$ cat config.mk
export PLATFORM = sky130hd
export DESIGN_NAME = if_fetch_stage
export DESIGN_NICKNAME = d
export VERILOG_FILES = /design/src/rtl/if_fetch_stage.sv
export SDC_FILE = /design/constraint.sdc
export NUM_CORES = 1
export LEC_CHECK = 0
export CORE_ASPECT_RATIO = 1.75
export CORE_UTILIZATION = 45
export CTS_CLUSTER_DIAMETER = 200
export CTS_CLUSTER_SIZE = 30
export DETAILED_ROUTE_END_ITERATION = 6
export GPL_TIMING_DRIVEN = 0
export PLACE_DENSITY_LB_ADDON = 0.2
export SKIP_LAST_GASP = 1
export SLEW_MARGIN = 10
export SYNTH_ARGS = -nofsm -noshare
export SYNTH_HDL_FRONTEND = slang
export SYNTH_SLANG_ARGS = --single-unit
$ cat constraint.sdc
create_clock -name clk -period 6.75 [get_ports clk]
set_clock_uncertainty 0.2 [all_clocks]
set_input_delay 1.35 -clock clk [delete_from_list [all_inputs] [get_ports clk]]
set_output_delay 1.35 -clock clk [all_outputs]
set_load 0.01 [all_outputs]
$ cat src/rtl/if_fetch_stage.sv
// Instruction-fetch stage: PC register, imem req/ack handshake,
// one-entry hold buffer and the IF/ID pipeline register.
//
// Ports:
//   clk, rst            clock, async active-high reset
//   stall               ID not ready; IF/ID holds
//   redirect_valid/_pc  next fetch address override (jump/branch)
//   imem_req/_addr      fetch request and address (= current_pc)
//   imem_rdata/_ack     instruction word and same-cycle response
//   current_pc          registered PC
//   if_id_*             IF/ID register contents
//
// Optional feature macro: IF_FETCH_PERF_CNT_EN
//   adds fetch_count (instructions written into IF/ID) and
//   wait_count (FETCH cycles without ack).
module if_fetch_stage #(
    parameter logic [31:0] RESET_PC = 32'h0000_0000
) (
    input  logic        clk,
    input  logic        rst,
    input  logic        stall,
    input  logic        redirect_valid,
    input  logic [31:0] redirect_pc,
    output logic        imem_req,
    output logic [31:0] imem_addr,
    input  logic [31:0] imem_rdata,
    input  logic        imem_ack,
    output logic [31:0] current_pc,
    output logic        if_id_valid,
    output logic [31:0] if_id_pc,
    output logic [31:0] if_id_pc_plus4,
    output logic [31:0] if_id_instr,
    output logic [25:0] if_id_instr_index
`ifdef IF_FETCH_PERF_CNT_EN
    ,
    output logic [31:0] fetch_count,
    output logic [31:0] wait_count
`endif
);

    typedef enum logic [1:0] {
        S_IDLE  = 2'd0,
        S_FETCH = 2'd1,
        S_HOLD  = 2'd2
    } state_t;

    state_t      r_state;
    logic [31:0] r_pc;
    logic        r_if_valid;
    logic [31:0] r_if_pc;
    logic [31:0] r_if_pc4;
    logic [31:0] r_if_instr;
    logic [31:0] r_buf_pc;
    logic [31:0] r_buf_instr;

    state_t      w_nstate;
    logic [31:0] w_pc_nxt;
    logic [31:0] w_pc_plus4;
    logic [31:0] w_buf_pc_plus4;
    logic        w_ack;
    logic        w_clr_valid;
    logic        w_ld_fetch;
    logic        w_ld_hold;
    logic        w_buf_ld;
    logic        w_unused;

    // Target is word-aligned; the low bits are dropped on purpose.
    assign w_unused       = ^redirect_pc[1:0];

    assign w_pc_plus4     = r_pc + 32'd4;
    assign w_buf_pc_plus4 = r_buf_pc + 32'd4;

    // An ack only counts while a request is actually out.
    assign w_ack          = imem_ack && (r_state == S_FETCH);

    always_comb begin
        w_nstate    = r_state;
        w_pc_nxt    = r_pc;
        w_clr_valid = 1'b0;
        w_ld_fetch  = 1'b0;
        w_ld_hold   = 1'b0;
        w_buf_ld    = 1'b0;
        if (redirect_valid) begin
            // Wins over stall and ack; any fetched word is dropped.
            w_nstate    = S_FETCH;
            w_pc_nxt    = {redirect_pc[31:2], 2'b00};
            w_clr_valid = 1'b1;
        end else begin
            case (r_state)
                S_IDLE: begin
                    w_nstate = S_FETCH;
                end
                S_FETCH: begin
                    if (w_ack && !stall) begin
                        w_ld_fetch = 1'b1;
                        w_pc_nxt   = w_pc_plus4;
                    end else if (w_ack && stall) begin
                        // Park the word so the request is not lost.
                        w_buf_ld   = 1'b1;
                        w_pc_nxt   = w_pc_plus4;
                        w_nstate   = S_HOLD;
                    end else if (!stall) begin
                        w_clr_valid = 1'b1;
                    end
                end
                S_HOLD: begin
                    if (!stall) begin
                        w_ld_hold = 1'b1;
                        w_nstate  = S_FETCH;
                    end
                end
                default: begin
                    w_nstate = S_IDLE;
                end
            endcase
        end
    end

    always_ff @(posedge clk or posedge rst) begin
        if (rst) begin
            r_state     <= S_IDLE;
            r_pc        <= RESET_PC;
            r_if_valid  <= 1'b0;
            r_if_pc     <= 32'd0;
            r_if_pc4    <= 32'd0;
            r_if_instr  <= 32'd0;
            r_buf_pc    <= 32'd0;
            r_buf_instr <= 32'd0;
        end else begin
            r_state <= w_nstate;
            r_pc    <= w_pc_nxt;
            if (w_clr_valid) begin
                r_if_valid <= 1'b0;
            end else if (w_ld_fetch) begin
                r_if_valid <= 1'b1;
                r_if_pc    <= r_pc;
                r_if_pc4   <= w_pc_plus4;
                r_if_instr <= imem_rdata;
            end else if (w_ld_hold) begin
                r_if_valid <= 1'b1;
                r_if_pc    <= r_buf_pc;
                r_if_pc4   <= w_buf_pc_plus4;
                r_if_instr <= r_buf_instr;
            end
            if (w_buf_ld) begin
                r_buf_pc    <= r_pc;
                r_buf_instr <= imem_rdata;
            end
        end
    end

`ifdef IF_FETCH_PERF_CNT_EN
    logic [31:0] r_fetch_cnt;
    logic [31:0] r_wait_cnt;

    always_ff @(posedge clk or posedge rst) begin
        if (rst) begin
            r_fetch_cnt <= 32'd0;
            r_wait_cnt  <= 32'd0;
        end else begin
            if (w_ld_fetch || w_ld_hold) begin
                r_fetch_cnt <= r_fetch_cnt + 32'd1;
            end
            if (r_state == S_FETCH && !imem_ack) begin
                r_wait_cnt <= r_wait_cnt + 32'd1;
            end
        end
    end

    assign fetch_count = r_fetch_cnt;
    assign wait_count  = r_wait_cnt;
`endif

    assign imem_req          = (r_state == S_FETCH);
    assign imem_addr         = r_pc;
    assign current_pc        = r_pc;
    assign if_id_valid       = r_if_valid;
    assign if_id_pc          = r_if_pc;
    assign if_id_pc_plus4    = r_if_pc4;
    assign if_id_instr       = r_if_instr;
    assign if_id_instr_index = r_if_instr[25:0];

endmodule

# Word level (Yosys, flattened, before mapping)
# Cells that the tools add are included.
# totals
in_bits	69
wordCells	60
out_inout_bits	188
regBits	195
# op_classes
n_bitwise	1
n_reduce_logical	12
eq_ne	5
muxes	32
addsub	2
# ops
op	count
$mux W32	10
$add A32 B3 Y32 const B	2
$mux W1	17
$mux W2	4
$ne A3 B3 Y1 const B	2
$pmux W2 S3	1
$reduce_bool A3 Y1	2
$reduce_and A2 Y1	2
$reduce_bool A2 Y1	2
$logic_and A1 B1 Y1	3
$ne A3 B2 Y1 const B	1
$reduce_and A3 Y1	1
$eq A2 B1 Y1 const B	1
$eq A2 B2 Y1 const B	1
$logic_not A2 Y1	1
$logic_not A1 Y1	1
$not A1 Y1	1

# Longest topological paths before layout
# Gate-level depths: netlist of run 1.
# depth
depth_word	9
ltp_mapped	8
depth_no_buf	6

# Worst setup path before layout of run 1
# Ideal clock, no wire load.
# synth_timing
kind	input -> register
start	input port redirect_valid
end	register r_buf_instr[10]
path_stages	6
t_arrival_ns	2.543
path_buffers	3
setup_time_ns	0.125
path_slack_ns	3.883
required_ns	6.425
cell_sequence	clkbuf_1 > nand2b_1 > nor2_1 > buf_2 > buf_2 > mux2_2
# synth_via
elab_chain_len	1
# synth_rtl
element	line_no	source
from (decl)	22	input logic redirect_valid,
$mux W1	83	if (redirect_valid) begin
to (signal assigned)	147	r_buf_instr <= imem_rdata;
to (decl)	54	logic [31:0] r_buf_instr;
# Every way passes these cells.
# A chain may end at the register's enable or synchronous reset.

# Worst setup path in the final report of run 1
# layout_timing
start	input port imem_ack
end	register r_if_instr[6], in the netlist if_id_instr[6]
# layout_via
elab_chain_len	8
word_cells_on_any_way	14
classes_between	mux (8); bitwise (1); reduce/logical (5)
# layout_rtl
element	line_no	source
from (decl)	27	input logic imem_ack,
$logic_and A1 B1 Y1 *	74	assign w_ack = imem_ack && (r_state == S_FETCH);
$logic_and A1 B1 Y1	97	end else if (w_ack && stall) begin
$mux W1	97	
$mux W1	94	if (w_ack && !stall) begin
$mux W1	89	case (r_state)
$mux W1	83	
$not A1 Y1 (no source line)	--	
$reduce_and A2 Y1 (no source line)	--	
to (signal assigned)	138	r_if_instr <= imem_rdata;
to (signal assigned)	143	r_if_instr <= r_buf_instr;
to (decl)	52	logic [31:0] r_if_instr;
# Mark *: on every way between the ends. The rest lies on a longest branch, timed or not.

==> summary.txt, run 1 <==
Unrepaired setup endpoints after global routing = no
Clk slew on worst S/H paths = 70 ps
Port-buffer cells = 244
Most common cell in the synthesized netlist = dfrtp_1
Fill count = 1,895
Ys async rst share = 100%
Worst-case clock buffer depth = 2
Seq/Total Area, Yosys = 46.4%
WS Path Type = primary input to flop
Chain of cells forming the critical path = clkdlybuf4s50_1 -> and3b_1 -> clkbuf_1 -> o21ai_2 -> buf_6 -> buf_8 -> buf_2 -> nand2_1 -> o21ai_0
Switching pwr = 0.00125 W
Total gr overflow = 0
Critical Path End Type = flop
Flop pwr share = 41.3%
Final Power = 0.00395 W
Synth area leaders = dfrtp_1 (46%), mux2i_1 (6.9%), mux2_2 (6.8%), buf_4 (5.4%), nand2_1 (5.3%)
Via-per-instance ratio = 5.14
Largest net degree at the start of global routing = 109
Fmax = 286 MHz
Type of the tightest min-delay check = flop to flop
Vias in the first global route = 7,933
Die span in x = 115 µm
Synth area leader = dfrtp_1
Worst Tran Pin Value = 735 ps
Sum of negative setup slack = 0 ps
TritonCTS Buffers = 17
Internal = 0.00269 W
Die area = 23,000 µm²
Final worst slack = 3250 ps
CTS sink cnt = 187
Total wire length = 28,000 µm
GRT Resource Usage Total = 25.1%
First-pass GRT wire length = 43,300 µm
Share of cells above drive strength 1 = 18.3%
Sw frac = 31.8%
Final hold viol count = 0
Mean Syn Cell Area = 10.2 µm²
Post-synthesis cell count = 986
Final GP Congestion = 0.907
Initial antenna violation count = 0
CTS tree = built
Via Count = 8,037
Crit path required time = 6890 ps
CP Max Fanout = 10
Largest stage delay on the critical path = 570 ps
Final Cycle Share = 51.9%
Clk network pwr share = 24.3%
IO Pins = 257
Syn-to-layout area delta = 34.0%
# resized after CTS = 0
Dpl cell area = 13,000 µm²
Setup Viol. Count Final = 0
Initial core utilization = 45.7%
Startpoint type of the worst setup path = primary input
DR iter-0 viols = 398
Clk_lat worst skew = 430 ps
#FFs+latches synth = 187
Placement Setup Slack = 2820 ps
Fin nets = 1,328
Area share of the largest cell type after synthesis = 46.4%
Post-synth top cells = dfrtp_1 (187), nand2_1 (142), o21ai_0 (89)
Pins Over Slew Limit = 0
Antenna Cells = 0
Post-DRT Antenna Nets = 0
PD cells = 292 nW/µm²
Design area = 13,500 µm²
Dominant synthesized flop cell = dfrtp_1
Rows = 72
Root Driver = clkbuf_16
Cell variety after synth = 56
Slew headroom = 50.6%
Post-Syn Area = 10,100 µm²
Die Y = 200 µm
H-tree depth = 4
Synth warnings = 0
Drt first pass iters = 4
Outcome = completed
Gate power share = 34.4%
Drt wl/cell = 17.9 µm
Core ar. = 22,100 µm²
LEAKAGE = 5.61 nW
Hpwl dp = 21,400 µm
Postcts setup bufs = 0
Hold_buf cts = 0
Min Tclk post-route = 3500 ps
Remaining DRCs = 0
Peak VDD IR = 0.000154 V
Max cap viols = 0
Slowest cell on the critical path = o21ai_2
Critical Path AT = 3640 ps
Post-synth EDFFs = 0
[worst max-delay path: cells and delay by family]
kind	cells	cell delay [ps]
compound gates	2	650
buf+inv	5	1340
simple gates	2	290
[path summary, 6_finish.rpt]
check	cells past startpoint	end	slack, ps	from
setup / recovery	9	if_id_instr[6]	3250	imem_ack
hold / removal	2	if_id_pc_plus4[2]	280	if_id_pc_plus4[2]
setup reg to reg	7	if_id_pc_plus4[30]	4110	current_pc[2]
hold reg to reg	2	if_id_pc_plus4[2]	280	if_id_pc_plus4[2]
max in group asynchronous	3	current_pc[9]	4230	rst
min in group asynchronous	2	r_buf_instr[18]	1180	rst
[power groups by stage]
| stage | Combinational [W] | Clock [W] | Sequential, W |
|---|---|---|---|
| after floorplan | 0.000598 | 0 | 0.00169 |
| after global placement | 0.00134 | 0 | 0.00164 |
| after detailed placement | 0.00137 | 0 | 0.00165 |
| after CTS | 0.00137 | 0.000979 | 0.00163 |
| after global routing | 0.00148 | 0.00102 | 0.00167 |
| final | 0.00136 | 0.000959 | 0.00163 |
[cells in the final DEF (no fill, tap or decap), drive strengths merged, types with 30 or more instances in the layout]
master	instances
buf	118
clkbuf	43
nor2	30
xnor2	50
dfrtp	187
mux2i	69
clkdlybuf4s50	244
mux2	61
o21ai	107
xor2	32
nand2	143
[layer usage]
metal,track usage (%),up-vias,wire length (µm)
met1,28.5,3867,11300
met4,10.6,0,809
met3,3.41,42,1120
met2,46.5,243,14800
met5,0,-,0
li1,-,3885,-
[layout make-up]
class	instances	area [µm²]	area share, %
sequential	187	4680	34.7
multi-input combinational	657	4500	33.3
timing repair buffer	245	2470	18.3
buffer	141	895	6.62
clock buffer	19	433	3.21
tap	296	370	2.74
clock inverter	12	118	0.871
inverter	8	37.5	0.278
[metrics by stage]
stage               utilization, %  hold slack (ps)  std cells
CTS                           61.2              281       1565
finish                        61.2              275       1565
floorplan                        -              280        993
global route                  61.2              308       1565
detailed placement            58.7              264       1534
global placement              58.5              261       1533
[logic make-up (layout without fill, tap and decap cells)]
kind of cell,count (synthesis),in the layout,share of synthesized area (%)
simple gates,295,295,15.6
flops,187,187,46.4
buf+inv,149,425,9.17
compound gates,140,140,7.72
mux,130,130,13.7
xor+xnor,82,82,7.13
fa+ha+maj,2,2,0.248
other cells,1,8,0.0372
[registers in the layout (all words and copies together), names as in the netlist]
signal / flops
if_id_instr: 32
if_id_valid: 1
if_id_pc: 30
r_state: 2
current_pc: 30
if_id_pc_plus4: 30
r_buf_instr: 32
r_buf_pc: 30
(Power assumes the default switching activity.)
==> run 2: changes to the inputs <==
==> constraint.sdc (replaced) <==
create_clock -name clk -period 2.9 [get_ports clk]
set_clock_uncertainty 0.2 [all_clocks]
set_input_delay 0.58 -clock clk [delete_from_list [all_inputs] [get_ports clk]]
set_output_delay 0.58 -clock clk [all_outputs]
set_load 0.01 [all_outputs]
==> summary.txt, run 2 (synthesized netlist as in run 1, its figures left out) <==
Fin nets = 1,332 (was 1,328)
Initial core utilization = 45.7% (unchanged)
Post-DRT Antenna Nets = 0 (unchanged)
Cell count after placement = 1,538 (was 1,534)
Largest net degree at the start of global routing = 38 (was 109)
Worst Path Buf+Inv = 5 (unchanged)
Vias in the first global route = 8,010 (was 7,933)
Max cap viols = 0 (unchanged)
Commonest cells after routing, fill and taps aside = clkdlybuf4s50_1 (244), dfrtp_1 (187), nand2_1 (142) (unchanged)
WL met2 = 14,600 µm (was 14,800 µm)
Clk slew on worst S/H paths = 70 ps (about the same)
Hold_buf cts = 0 (unchanged)
Unrepaired setup endpoints after global routing = no (unchanged)
DR iter-0 viols = 561 (was 398)
Die Y = 200 µm (unchanged)
Share of cells above drive strength 1 = 18.6% (was 18.3%)
Die span in x = 115 µm (unchanged)
Final worst slack = 197 ps (was 3250 ps)
Largest stage delay on the critical path = 560 ps (was 570 ps)
Internal = 0.00654 W (was 0.00269 W)
Setup Viol. Count Final = 0 (unchanged)
Gate power share = 33.7% (was 34.4%)
Total gr overflow = 0 (unchanged)
Clk network pwr share = 26.2% (was 24.3%)
Die area = 23,000 µm² (unchanged)
Chain of cells forming the critical path = clkdlybuf4s50_1 -> and3b_1 -> clkbuf_1 -> o21ai_2 -> buf_6 -> buf_8 -> buf_2 -> nand2_1 -> o21ai_0 (unchanged)
Placement Setup Slack = -243 ps (was 2820 ps)
Syn-to-layout area delta = 35.4% (was 34.0%)
Drt wl/cell = 18.0 µm (was 17.9 µm)
TritonCTS Buffers = 17 (unchanged)
GRT Resource Usage Total = 25.7% (was 25.1%)
Switching pwr = 0.00291 W (was 0.00125 W)
Total wire length = 28,200 µm (was 28,000 µm)
Core ar. = 22,100 µm² (unchanged)
Crit path required time = 3050 ps (was 6890 ps)
Critical Path End Type = flop (unchanged)
Worst Tran Pin Value = 764 ps (was 735 ps)
Drt first pass iters = 5 (was 4)
Met3 WL = 1310 µm (was 1120 µm)
Postcts setup bufs = 0 (unchanged)
Remaining DRCs = 0 (unchanged)
Sw frac = 30.8% (was 31.8%)
Slowest cell on the critical path = o21ai_2 (unchanged)
H-tree depth = 4 (unchanged)
Flop pwr share = 40.1% (was 41.3%)
Antenna Cells = 0 (unchanged)
CTS tree = built (unchanged)
Peak VDD IR = 0.000386 V (was 0.000154 V)
# resized after CTS = 0 (unchanged)
Min Tclk post-route = 2700 ps
First-pass GRT wire length = 44,400 µm (was 43,300 µm)
Type of the tightest min-delay check = flop to flop (unchanged)
Slew headroom = 48.7% (was 50.6%)
LEAKAGE = 5.67 nW (was 5.61 nW)
Critical path's top delay family = buffers and inverters (unchanged)
Initial antenna violation count = 0 (unchanged)
Most common cell after layout, fill and taps aside = clkdlybuf4s50_1 (unchanged)
Final Power = 0.00945 W (was 0.00395 W)
WS Path Type = primary input to flop (unchanged)
IO Pins = 257 (unchanged)
Fin cells = 1,570 (was 1,565)
Root Driver = clkbuf_16 (unchanged)
Clk_lat worst skew = 430 ps (about the same)
Top sig layer = met4 (unchanged)
Critical Path AT = 2860 ps (was 3640 ps)
Hpwl dp = 21,900 µm (was 21,400 µm)
Via Count = 8,077 (was 8,037)
Via-per-instance ratio = 5.14 (about the same)
CTS sink cnt = 187 (unchanged)
Fill count = 1,878 (was 1,895)
Final hold slack = 281 ps (was 275 ps)
Pins Over Slew Limit = 0 (unchanged)
Port-buffer cells = 244 (unchanged)
Final hold viol count = 0 (unchanged)
Final Cycle Share = 93.2%
Startpoint type of the worst setup path = primary input (unchanged)
Met1 WL = 11,100 µm (was 11,300 µm)
Rows = 72 (unchanged)
Fmax = 370 MHz
CP Max Fanout = 10 (unchanged)
Final GP Congestion = 0.887 (was 0.907)
Worst-case clock buffer depth = 2 (unchanged)
PD cells = 692 nW/µm² (was 292 nW/µm²)
Outcome = completed (unchanged)
-- run 2: metrics by stage --
stage	instance area, µm²	setup TNS, ps	util [%]
floorplan	10100	-53580	-
global placement	12900	-350920	58.5
detailed placement	13000	-10230	59.0
CTS	13600	0	61.8
global route	13600	0	61.8
finish	13600	0	61.8
-- run 2: path summary, 6_finish.rpt --
check / startpoint / endpoint / slack [ps] / cells past startpoint
max: imem_ack / if_id_instr[2] / 200 / 9
min: if_id_pc[5] / if_id_pc[5] / 280 / 2
max reg2reg: current_pc[2] / if_id_pc_plus4[30] / 250 / 7
min reg2reg: if_id_pc[5] / if_id_pc[5] / 280 / 2
max in group asynchronous: rst / r_buf_instr[1] / 1170 / 5
min in group asynchronous: rst / if_id_pc[7] / 300 / 2
-- run 2: routing by layer --
| metal | vias up | GRT usage, % |
|---|---|---|
| met4 | 0 | 12.8 |
| li1 | 3871 | - |
| met3 | 61 | 4.26 |
| met5 | - | 0 |
| met1 | 3887 | 30.1 |
| met2 | 258 | 44.9 |
-- run 2: power by group through the flow --
| stage | Combinational (W) | Clock [W] | Sequential, W |
|---|---|---|---|
| floorplan | 0.00139 | 0 | 0.00393 |
| global placement | 0.00313 | 0 | 0.00381 |
| detailed placement | 0.00320 | 0 | 0.00384 |
| CTS | 0.00321 | 0.00253 | 0.00379 |
| global route | 0.00347 | 0.00264 | 0.00389 |
| finish | 0.00318 | 0.00248 | 0.00379 |
-- run 2: layout make-up --
cell class | count | area [µm²] | share of cell area [%]
clock buffer | 19 | 433 | 3.17
clock inverter | 13 | 190 | 1.39
multi-input combinational | 657 | 4500 | 33.0
timing repair buffer | 249 | 2540 | 18.6
inverter | 8 | 33.8 | 0.248
buffer | 141 | 895 | 6.56
sequential | 187 | 4680 | 34.3
tap | 296 | 370 | 2.71
-- run 2: worst register-to-register path, cell delays in order (launching register included) --
cell and delay, ps:
dfrtp_1 540, ha_1 270, nand3_1 150, buf_2 230, nor3_1 550, nand2_1 170
xnor2_1 250, o221ai_1 150
